## config.mk

```make
export PLATFORM = sky130hd
export DESIGN_NAME = song_sequencer
export DESIGN_NICKNAME = d
export VERILOG_FILES = /design/src/rtl/song_sequencer.sv
export SDC_FILE = /design/constraint.sdc
export NUM_CORES = 1
export LEC_CHECK = 0
export ABC_AREA = 0
export CORE_MARGIN = 2
export CORE_UTILIZATION = 50
export CTS_CLUSTER_DIAMETER = 120
export DETAILED_ROUTE_END_ITERATION = 10
export GPL_TIMING_DRIVEN = 0
export PLACE_DENSITY = 0.83
export SLEW_MARGIN = 25
export SYNTH_ARGS = -nofsm -noshare
export SYNTH_HDL_FRONTEND = slang
export SYNTH_SLANG_ARGS = --single-unit
export TNS_END_PERCENT = 10
```

## constraint.sdc

```tcl
create_clock -name clk -period 6.75 [get_ports clk]
set_input_delay 1.35 -clock clk [delete_from_list [all_inputs] [get_ports clk]]
set_output_delay 1.35 -clock clk [all_outputs]
set_load 0.005 [all_outputs]
```

## src/rtl/song_sequencer.sv

```systemverilog
// song_sequencer: steps a synchronous note ROM at a programmable tempo with start/stop/pause; define SONG_LOOP_EN to loop the song forever
module song_sequencer #(
  parameter int ADDR_W     = 8,
  parameter int NOTE_W     = 8,
  parameter int LAST_ADDR  = 240,
  parameter int TEMPO_W    = 24,
  parameter int GAP_CYCLES = 4096
)(
  input  logic               clk,
  input  logic               reset,
  input  logic               start,
  input  logic               stop,
  input  logic               pause,
  input  logic [TEMPO_W-1:0] tempo_div,
  output logic [ADDR_W-1:0]  rom_addr,
  input  logic [NOTE_W-1:0]  rom_data,
  output logic [NOTE_W-1:0]  note_out,
  output logic               note_gate,
  output logic               playing,
  output logic               song_done
);
  typedef enum logic [2:0] {IDLE, FETCH, LOAD, PLAY, DONE} state_t;
  localparam logic [ADDR_W-1:0]  LAST = ADDR_W'(LAST_ADDR);
  localparam logic [TEMPO_W-1:0] GAP  = TEMPO_W'(GAP_CYCLES);
  state_t state, state_d;
  logic [TEMPO_W-1:0] cnt, cnt_d;
  logic [ADDR_W-1:0] addr_d;
  logic [NOTE_W-1:0] note_d;
  logic wrap, gate_d, playing_d, done_d;
  // state register
  always_ff @(posedge clk or negedge reset)
    if (!reset) state <= IDLE;
    else state <= state_d;
  // next state and next datapath values; stop overrides everything
  always_comb begin
    state_d = state;
    addr_d = rom_addr;
    note_d = note_out;
    cnt_d = cnt;
    wrap = 1'b0;
    case (state)
      IDLE, DONE: if (start) begin
        state_d = FETCH;
        addr_d = '0;
      end
      FETCH: state_d = LOAD;
      LOAD: begin
        note_d = rom_data;
        cnt_d = tempo_div;
        state_d = PLAY;
      end
      PLAY: if (!pause) begin
        if (cnt != '0) cnt_d = cnt - 1'b1;
        else if (rom_addr == LAST) begin
`ifdef SONG_LOOP_EN
          addr_d = '0;
          state_d = FETCH;
          wrap = 1'b1;
`else
          note_d = '0;
          state_d = DONE;
`endif
        end else begin
          addr_d = rom_addr + 1'b1;
          state_d = FETCH;
        end
      end
      default: state_d = IDLE;
    endcase
    if (stop) begin
      state_d = IDLE;
      addr_d = '0;
      note_d = '0;
      cnt_d = '0;
    end
  end
  assign gate_d = state_d == PLAY && note_d != '0 && cnt_d >= GAP && !pause;
  assign playing_d = state_d inside {FETCH, LOAD, PLAY};
  assign done_d = state_d == DONE || wrap;
  // registered outputs and beat counter
  always_ff @(posedge clk or negedge reset)
    if (!reset) begin
      rom_addr <= '0;
      note_out <= '0;
      cnt <= '0;
      note_gate <= 1'b0;
      playing <= 1'b0;
      song_done <= 1'b0;
    end else begin
      rom_addr <= addr_d;
      note_out <= note_d;
      cnt <= cnt_d;
      note_gate <= gate_d;
      playing <= playing_d;
      song_done <= done_d;
    end
endmodule

```

==> flow_summary.json <==
{
  "holdPathEnd": "note_out[5]",
  "synth.distinct_cells": 61,
  "reg2reg_slack_ns": 3.27,
  "avgSynthCellArea_um2": 8.56,
  "drt_wl_total_mm": 8.45,
  "grt_pass1_vias": 2862,
  "cts_resized": 0,
  "core_area_um2": 5820,
  "synth_edf_count": 0,
  "wl_met2_mm": 4.02,
  "fillers": 528,
  "instances_no_fill": 484,
  "synth_cells": 346,
  "finalHoldWorstSlack_ns": 0.568,
  "min_period_over_period": 0.633,
  "required_ns": 6.92,
  "irDropWorstVdd_uv": 151,
  "drc_errors": 0,
  "worstSetupPathType": "input pin to register",
  "clk_latency_ns": 0.31,
  "slew_headroom": 0.296,
  "synth_flop_cell": "dfrtp_1",
  "grt_use_total": 0.267,
  "area_growth_pct": 24.6,
  "first_iter_violations": 413,
  "clk_pin_slew_worst_paths_ns": 0.09,
  "dpl.cell_count": 476,
  "syn_nets": 386,
  "die_y_um": 81.0,
  "initial_core_util": 0.509,
  "layout.nets": 448,
  "pre_cts_ws_ns": 2.32,
  "dr.pass1.iters": 6,
  "gp_congestion": 0.945,
  "fin_crit_ns": 4.27,
  "start_kind": "input pin",
  "dieArea_um2": 6550,
  "power_leakage_nw": 1.46,
  "vias_per_cell": 6.30,
  "ios": 56,
  "met3_length_um": 707,
  "syn_area_um2": 2960,
  "wl_met1_mm": 3.57,
  "status": "finished, final reports clean",
  "grt_pass1_wl_mm": 13.6,
  "fin_skew_ns": 0.00502,
  "crit_fanout": 5,
  "rr_worst_depth": 9,
  "power.total_w": 0.000792,
  "diodes": 0,
  "slew_violations": 0,
  "cts.root.buffer_cell": "clkbuf_8",
  "cts_max_level": 2,
  "crit_path_end_kind": "register",
  "grt_max_degree": 47,
  "cts_hold_buf": 0,
  "setup_viol": 0,
  "min_path_type": "register to register",
  "max_clock_freq_ghz": 0.234,
  "cts_sinks": 46,
  "synthArstFlopShare": 1.00,
  "drt-wirelength-per-cell_um": 17.5,
  "cts_made_buffers": 5,
  "final.setup.worst_slack_ns": 2.48,
  "post-cts-setup-buffers": 0,
  "overflow": 0,
  "whs_path_depth": 2,
  "synth-seq-area-share": 0.389,
  "num_rows": 28,
  "cts_tree": "done",
  "powerDensity_nw_per_um2": 215,
  "tns_ns": 0,
  "yosysWarnings": 0,
  "cap_violations": 0,
  "drive_above_1_share": 0.0636,
  "rsz0062_at_grt": "no",
  "antenna_found_initial": 0,
  "reg2reg_to": "note_gate",
  "hold_path_startpoint": "note_out[5]",
  "fp.dieW_um": 81.0,
  "highest_layer": "met4",
  "io_buffers": 55,
  "timing.rr.start": "cnt[0]",
  "cts_buffer_depth": 2,
  "worstMarginPinSlew_ns": 1.05,
  "hold_violations": 0,
  "dp_hpwl_mm": 6.03,
  "detail-route-antenna-nets": 0,
  "arrival_ns": 4.44,
  "vias": 3050,
  "ys_seq_elements": 46
}
## flip-flops by register name (all words and copies together) (netlist names)
| signal | count |
|---|---|
| cnt | 24 |
| note_out | 8 |
| rom_addr | 8 |
| state | 3 |
| note_gate | 1 |
| playing | 1 |
| song_done | 1 |
## layout make-up
class,count,area (µm²),share of cell area
Sequential cell,46,1150,0.312
Timing Repair Buffer,55,548,0.149
Clock inverter,2,13.8,0.00373
Multi-Input combinational cell,265,1670,0.452
Tap cell,75,93.8,0.0254
Clock buffer,6,72.6,0.0197
Inverter,12,45.0,0.0122
Buffer,23,97.6,0.0264
## per-layer routing
layer  vias to the layer above  GRT usage
met5                         -          0
met3                        24     0.0522
met1                      1430      0.354
met2                       168      0.428
met4                         0      0.108
li1                       1428          -
## per-stage QoR
stage,utilization,area [µm²]
5_1_grt,0.634,3690
4_1_cts,0.634,3690
3_3_place_gp,0.620,3610
3_5_place_dp,0.620,3600
2_1_floorplan,-,2960
6_report,0.634,3690
## critical path, stage by stage
cell and delay [ns]:
clkdlybuf4s50_1 0.49, or4_1 0.53, nor4_1 0.74, a31oi_1 0.19
a311oi_1 0.49, o21bai_1 0.11, nor4_1 0.36, a41oi_2 0.18
## cells in the mapped netlist (4+ instances only)
library cell	n	area, µm²
nand2_1	25	93.8
nor2b_1	4	25.0
o21ai_0	11	55.1
and3_1	6	37.5
nor3_1	18	90.1
a21oi_1	19	95.1
a22oi_1	5	37.5
a41oi_1	4	35.0
inv_1	12	45.0
dfrtp_1	46	1150
o31ai_1	4	30.0
nor2_1	46	173
nor3b_1	4	30.0
clkbuf_1	19	71.3
nand3_1	8	40.0
or3_1	4	25.0
a31oi_1	9	56.3
or4_1	6	45.0
nand4_1	6	37.5
a211oi_1	6	45.0
mux2i_1	5	50.1
o22ai_1	6	37.5
nor4_1	10	62.6
## report_power, final
part           switching [W]  internal, W
logic               0.000182     0.000118
registers          0.0000239     0.000296
clock network      0.0000987    0.0000733
total               0.000304     0.000487
## cell usage in the layout, fill, tap and decap left out, types with 3 or more instances in the layout
cell type,count
nand4_1,6
and4_1,3
a22oi_1,5
o31ai_1,4
clkbuf_8,5
a31oi_1,9
inv_1,12
clkbuf_1,20
and3_1,6
nor4_1,10
clkdlybuf4s50_1,54
nand3_1,8
a21o_1,3
a211oi_1,6
nor2_1,46
o211ai_1,3
or4_1,6
o22ai_1,6
xor2_1,3
nor3_1,18
nand2_1,25
mux2i_1,5
or3_1,4
a21oi_1,19
o21ai_0,11
nor3b_1,4
ha_1,3
a41oi_1,4
nor2b_1,4
dfrtp_1,46
## cell families after synthesis
group,count (synthesis),share of synthesized area
buf+inv,35,0.0482
flops,46,0.389
simple gates,155,0.282
fa+ha+maj,3,0.0127
compound gates,95,0.229
mux,7,0.0245
xor+xnor,5,0.0148
## how the worst max path moves through the flow
stage | from | to
after floorplan | pause | note_gate
after global placement | pause | note_gate
after detailed placement | pause | note_gate
after CTS | pause | note_gate
after global routing | pause | note_gate
final | pause | note_gate
No activity file was read; power rests on OpenSTA's default activity.
